===== config.mk =====
export PLATFORM = sky130hd
export DESIGN_NAME = bank_fifo_reader
export DESIGN_NICKNAME = d
export VERILOG_FILES = /design/src/rtl/bank_fifo_reader.sv
export SDC_FILE = /design/constraint.sdc
export NUM_CORES = 1
export LEC_CHECK = 0
export CORE_MARGIN = 2
export CORE_UTILIZATION = 50
export DETAILED_ROUTE_END_ITERATION = 6
export GPL_TIMING_DRIVEN = 0
export PLACE_DENSITY = 0.76
export SLEW_MARGIN = 5
export SYNTH_ARGS = -nofsm -noshare
export SYNTH_HDL_FRONTEND = slang
export SYNTH_SLANG_ARGS = --single-unit

===== constraint.sdc =====
create_clock -name clk -period 6.9 [get_ports clk]
set_input_delay 1.035 -clock clk [delete_from_list [all_inputs] [get_ports clk]]
set_output_delay 1.035 -clock clk [all_outputs]
set_load 0.05 [all_outputs]

===== src/rtl/bank_fifo_reader.sv =====
// bank_fifo_reader: drains one bank of BANK_WORDS words from the ping-pong FIFO onto a valid/ready stream.
// Define BANK_FIFO_READER_ERR_EN to enable the sticky protocol error flag.
module bank_fifo_reader #(
    parameter int BANK_WORDS = 128
) (
    input  logic        clk,
    input  logic        rst,
    input  logic        start,
    output logic        busy,
    output logic        done,
    output logic        fifo_trigger,
    input  logic [15:0] fifo_data,
    input  logic        fifo_done,
    output logic [15:0] out_data,
    output logic        out_valid,
    input  logic        out_ready,
    output logic        out_last,
    output logic        err
);
    typedef enum logic [1:0] {IDLE, READ, DRAIN} state_t;
    state_t      state, state_n;
    logic [7:0]  req_left, req_n, out_left, out_n;
    logic [1:0]  occ, occ_n, wr_idx;
    logic [15:0] mem [3];
    logic [15:0] mem_n [3];
    logic        pend, push, pop, last_acc, trig_n, load;

    assign out_data  = mem[0];
    assign out_valid = occ != 2'd0;
    assign out_last  = out_valid && out_left == 8'd1;

    always_comb begin
        pop      = out_valid && out_ready;
        push     = fifo_done && pend;
        last_acc = pop && out_last;
        load     = state == IDLE && start;
        occ_n    = occ + {1'b0, push} - {1'b0, pop};
        wr_idx   = occ - {1'b0, pop};
        req_n    = load ? 8'(BANK_WORDS) : req_left - {7'd0, push};
        out_n    = load ? 8'(BANK_WORDS) : out_left - {7'd0, pop};
        state_n  = state == IDLE ? (start ? READ : IDLE) :
                   last_acc ? IDLE :
                   (state == READ && req_left == 8'd0 && !pend) ? DRAIN : state;
        // a trigger in flight already owns one buffer slot and one remaining word
        trig_n   = state_n == READ && req_n > {7'd0, fifo_trigger} &&
                   {1'b0, occ_n} + {2'd0, fifo_trigger} < 3'd3;
        mem_n[0] = (push && wr_idx == 2'd0) ? fifo_data : pop ? mem[1] : mem[0];
        mem_n[1] = (push && wr_idx == 2'd1) ? fifo_data : pop ? mem[2] : mem[1];
        mem_n[2] = (push && wr_idx == 2'd2) ? fifo_data : pop ? 16'd0 : mem[2];
    end

    always_ff @(posedge clk or posedge rst) begin
        if (rst) begin
            state        <= IDLE;
            req_left     <= 8'd0;
            out_left     <= 8'd0;
            occ          <= 2'd0;
            pend         <= 1'b0;
            fifo_trigger <= 1'b0;
            busy         <= 1'b0;
            done         <= 1'b0;
            mem          <= '{default: 16'd0};
        end else begin
            state        <= state_n;
            req_left     <= req_n;
            out_left     <= out_n;
            occ          <= occ_n;
            pend         <= fifo_trigger;
            fifo_trigger <= trig_n;
            busy         <= state_n != IDLE;
            done         <= last_acc;
            mem          <= mem_n;
        end
    end

`ifdef BANK_FIFO_READER_ERR_EN
    always_ff @(posedge clk or posedge rst) begin
        if (rst)
            err <= 1'b0;
        else if ((fifo_done && !pend) || (start && busy))
            err <= 1'b1;
    end
`else
    assign err = 1'b0;
`endif
endmodule


==> flow_summary.ini <==
[outcome]
status = complete, no violations

[floorplan]
initial_core_util_pct = 51.2
row_count = 30
die-height_um = 87.0
die_x_um = 87.0
coreArea_mm2 = 0.00672
dieArea_mm2 = 0.00756
io_pins = 43

[detailed_routing]
drt_iter0_markers = 164
post-route-drc-count = 0
totalWireLength_mm = 7.30
ant_nets = 0
first_pass_iters = 4
route.vias.total = 2616
wl_per_cell_um = 15.0
via_per_inst = 5.36

[clocking]
numClockSinks = 72
cts_inserted_buffers = 9
cts_hold_buf = 0
clockBufferDepth = 2
cts_setup_buffers = 0
insertion_delay_ns = 0.36
cts_resized = 0
cts_tree = done
clk_pin_slew_worst_paths_ns = 0.07
cts_root_buf = clkbuf_8
htreeDepth = 3

[synth]
synth_top_cell_area_share_pct = 52.3
ys_seq_area_share_pct = 52.3
netlist_top_cells_area = dfrtp_1 (52%), mux2i_1 (9.3%), o21ai_0 (8.0%), nand2_1 (7.5%), buf_4 (3.7%)
yosys_register_bits = 72
synthTopCellsByCount = dfrtp_1 (72), nand2_1 (69), o21ai_0 (55)
syn_area_mm2 = 0.00344
post_synth.cell_area_avg_um2 = 9.83
ys_warn_count = 0
synth_top_cell_by_area = dfrtp_1
syn-num-nets = 381
synth-edff-count = 0
ys.flop_type = dfrtp_1
yosysMostFrequentCell = dfrtp_1
synthCells = 350
synth.distinct_cells = 35
async_flop_share_pct = 100

[placed_design]
port_buffers = 41
gp_congestion = 0.808
dpl.hpwl_mm = 5.05
dp_cells = 472

[grt]
track_usage_pct = 21.7
globalRouteOverflowTotal = 0
grt_antenna_before_repair = 0
first_global_vias = 2588
grt_max_degree = 40
grt_pass1_wl_mm = 12.6

[cells_and_area]
nets = 434
instances_no_fill = 488
layout-drive-gt1-share_pct = 10.5
area_delta_synth_final_pct = 22.2
n_antenna_cell = 0

[sta]
tightest_slew_ns = 0.740
fin_crit_sh_pct = 56.8
post-route-min-period_ns = 3.92
relSlewSlack_pct = 50.5
fmax_ghz = 0.255
setup-violations-final = 0
rsz0062_at_grt = false
skew_ns = 0.00723
hold_viol = 0
finalMaxSlewViolations = 0
fin_setup_tns_ns = 0

[hold_path]
min-delay-path-class = reg2reg

[flow_run]
cap_violations = 0

[setup_path]
cp.required_ns = 7.14
cp.arrival_ns = 4.16
critPathKind = in2reg
critPathLaunchType = primary input
crit_path_max_fanout = 10
crit_path_end_kind = flop

[power_and_ir_drop]
p_leak_uw = 0.00215
ir_drop_v = 0.000145
power.density_mw_per_mm2 = 200
## worst max-delay path, cell delays in order
cell,delay [ns]
clkdlybuf4s50_1,0.40
nand2_1,0.18
buf_2,0.36
clkbuf_1,0.45
inv_1,0.17
ha_1,0.31
inv_1,0.04
ha_1,0.18
xnor2_1,0.14
xnor2_1,0.22
ha_1,0.27
a21o_1,0.19
a2111oi_2,0.21
## per-stage QoR
stage	worst slack [ns]	util, %	instance area [µm²]	hold WS (ns)	total power [µW]
after floorplan	3.58	-	3440	0.502	442
after global placement	2.70	58.8	3950	0.434	460
after detailed placement	2.65	59.2	3980	0.432	462
after CTS	2.99	62.6	4210	0.456	846
after global routing	2.72	62.6	4210	0.490	869
final	2.98	62.6	4210	0.458	840
## sequential cells by signal (all words and copies together), names as in the netlist
| register | flops |
|---|---|
| busy | 1 |
| done | 1 |
| fifo_trigger | 1 |
| mem | 32 |
| occ | 2 |
| out_data | 16 |
| out_left | 8 |
| pend | 1 |
| req_left | 8 |
| state | 2 |
## final cells by class
type,instances,area (µm²)
Clock buffer,12,155
Fill cell,538,2510
Tap cell,80,100
Multi-Input combinational cell,233,1400
Buffer,33,199
Inverter,12,47.5
Timing Repair Buffer,42,430
Clock inverter,4,76.3
Sequential cell,72,1800
## worst paths after layout
path                              start      endpoint  slack, ns  cells after the start
max in group asynchronous           rst        mem[8]       5.31                      3
hold / removal             fifo_trigger          pend       0.46                      0
min in group asynchronous           rst        mem[3]       1.05                      2
setup / recovery              out_ready  fifo_trigger       2.98                     13
setup reg to reg                 occ[1]  fifo_trigger       3.30                     13
hold reg to reg            fifo_trigger          pend       0.46                      0
## layout by cell type (no fill, tap or decap), types with 5 or more instances in the layout
cell	instances
a21oi_1	6
nor2_1	17
clkbuf_8	11
or3_1	5
nand2_1	69
o21ai_0	55
ha_1	10
dfrtp_1	72
buf_4	17
clkdlybuf4s50_1	41
mux2i_1	32
clkbuf_1	12
xnor2_1	6
inv_1	11
## cell families (layout without fill, tap and decap cells)
group / after synthesis / after routing / synth area share, %
other: 1 / 1 / 0.109
and+or+nand+nor: 114 / 114 / 14.7
buffers and inverters: 45 / 103 / 7.09
muxes: 32 / 32 / 9.31
adders and majority gates: 10 / 10 / 3.64
xor gates and xnor gates: 10 / 10 / 2.54
DFF: 72 / 72 / 52.3
AOI/OAI and AO/OA: 66 / 66 / 10.3
## where the power goes
group	switching [µW]	internal, µW
combinational	15.9	13.5
sequential	0.830	423
clock	163	224
total	179	660
## routing by layer
metal / vias to the layer above / routed length (µm) / GRT usage, % / share of wire [%]
met1: 1279 / 3380 / 29.9 / 46
met4: 0 / 129 / 7.67 / 1.8
met3: 12 / 294 / 5.02 / 4.0
li1: 1264 / - / - / -
met2: 61 / 3500 / 33.8 / 48
met5: - / 0 / 0 / 0
No activity file was read; power rests on OpenSTA's default activity.
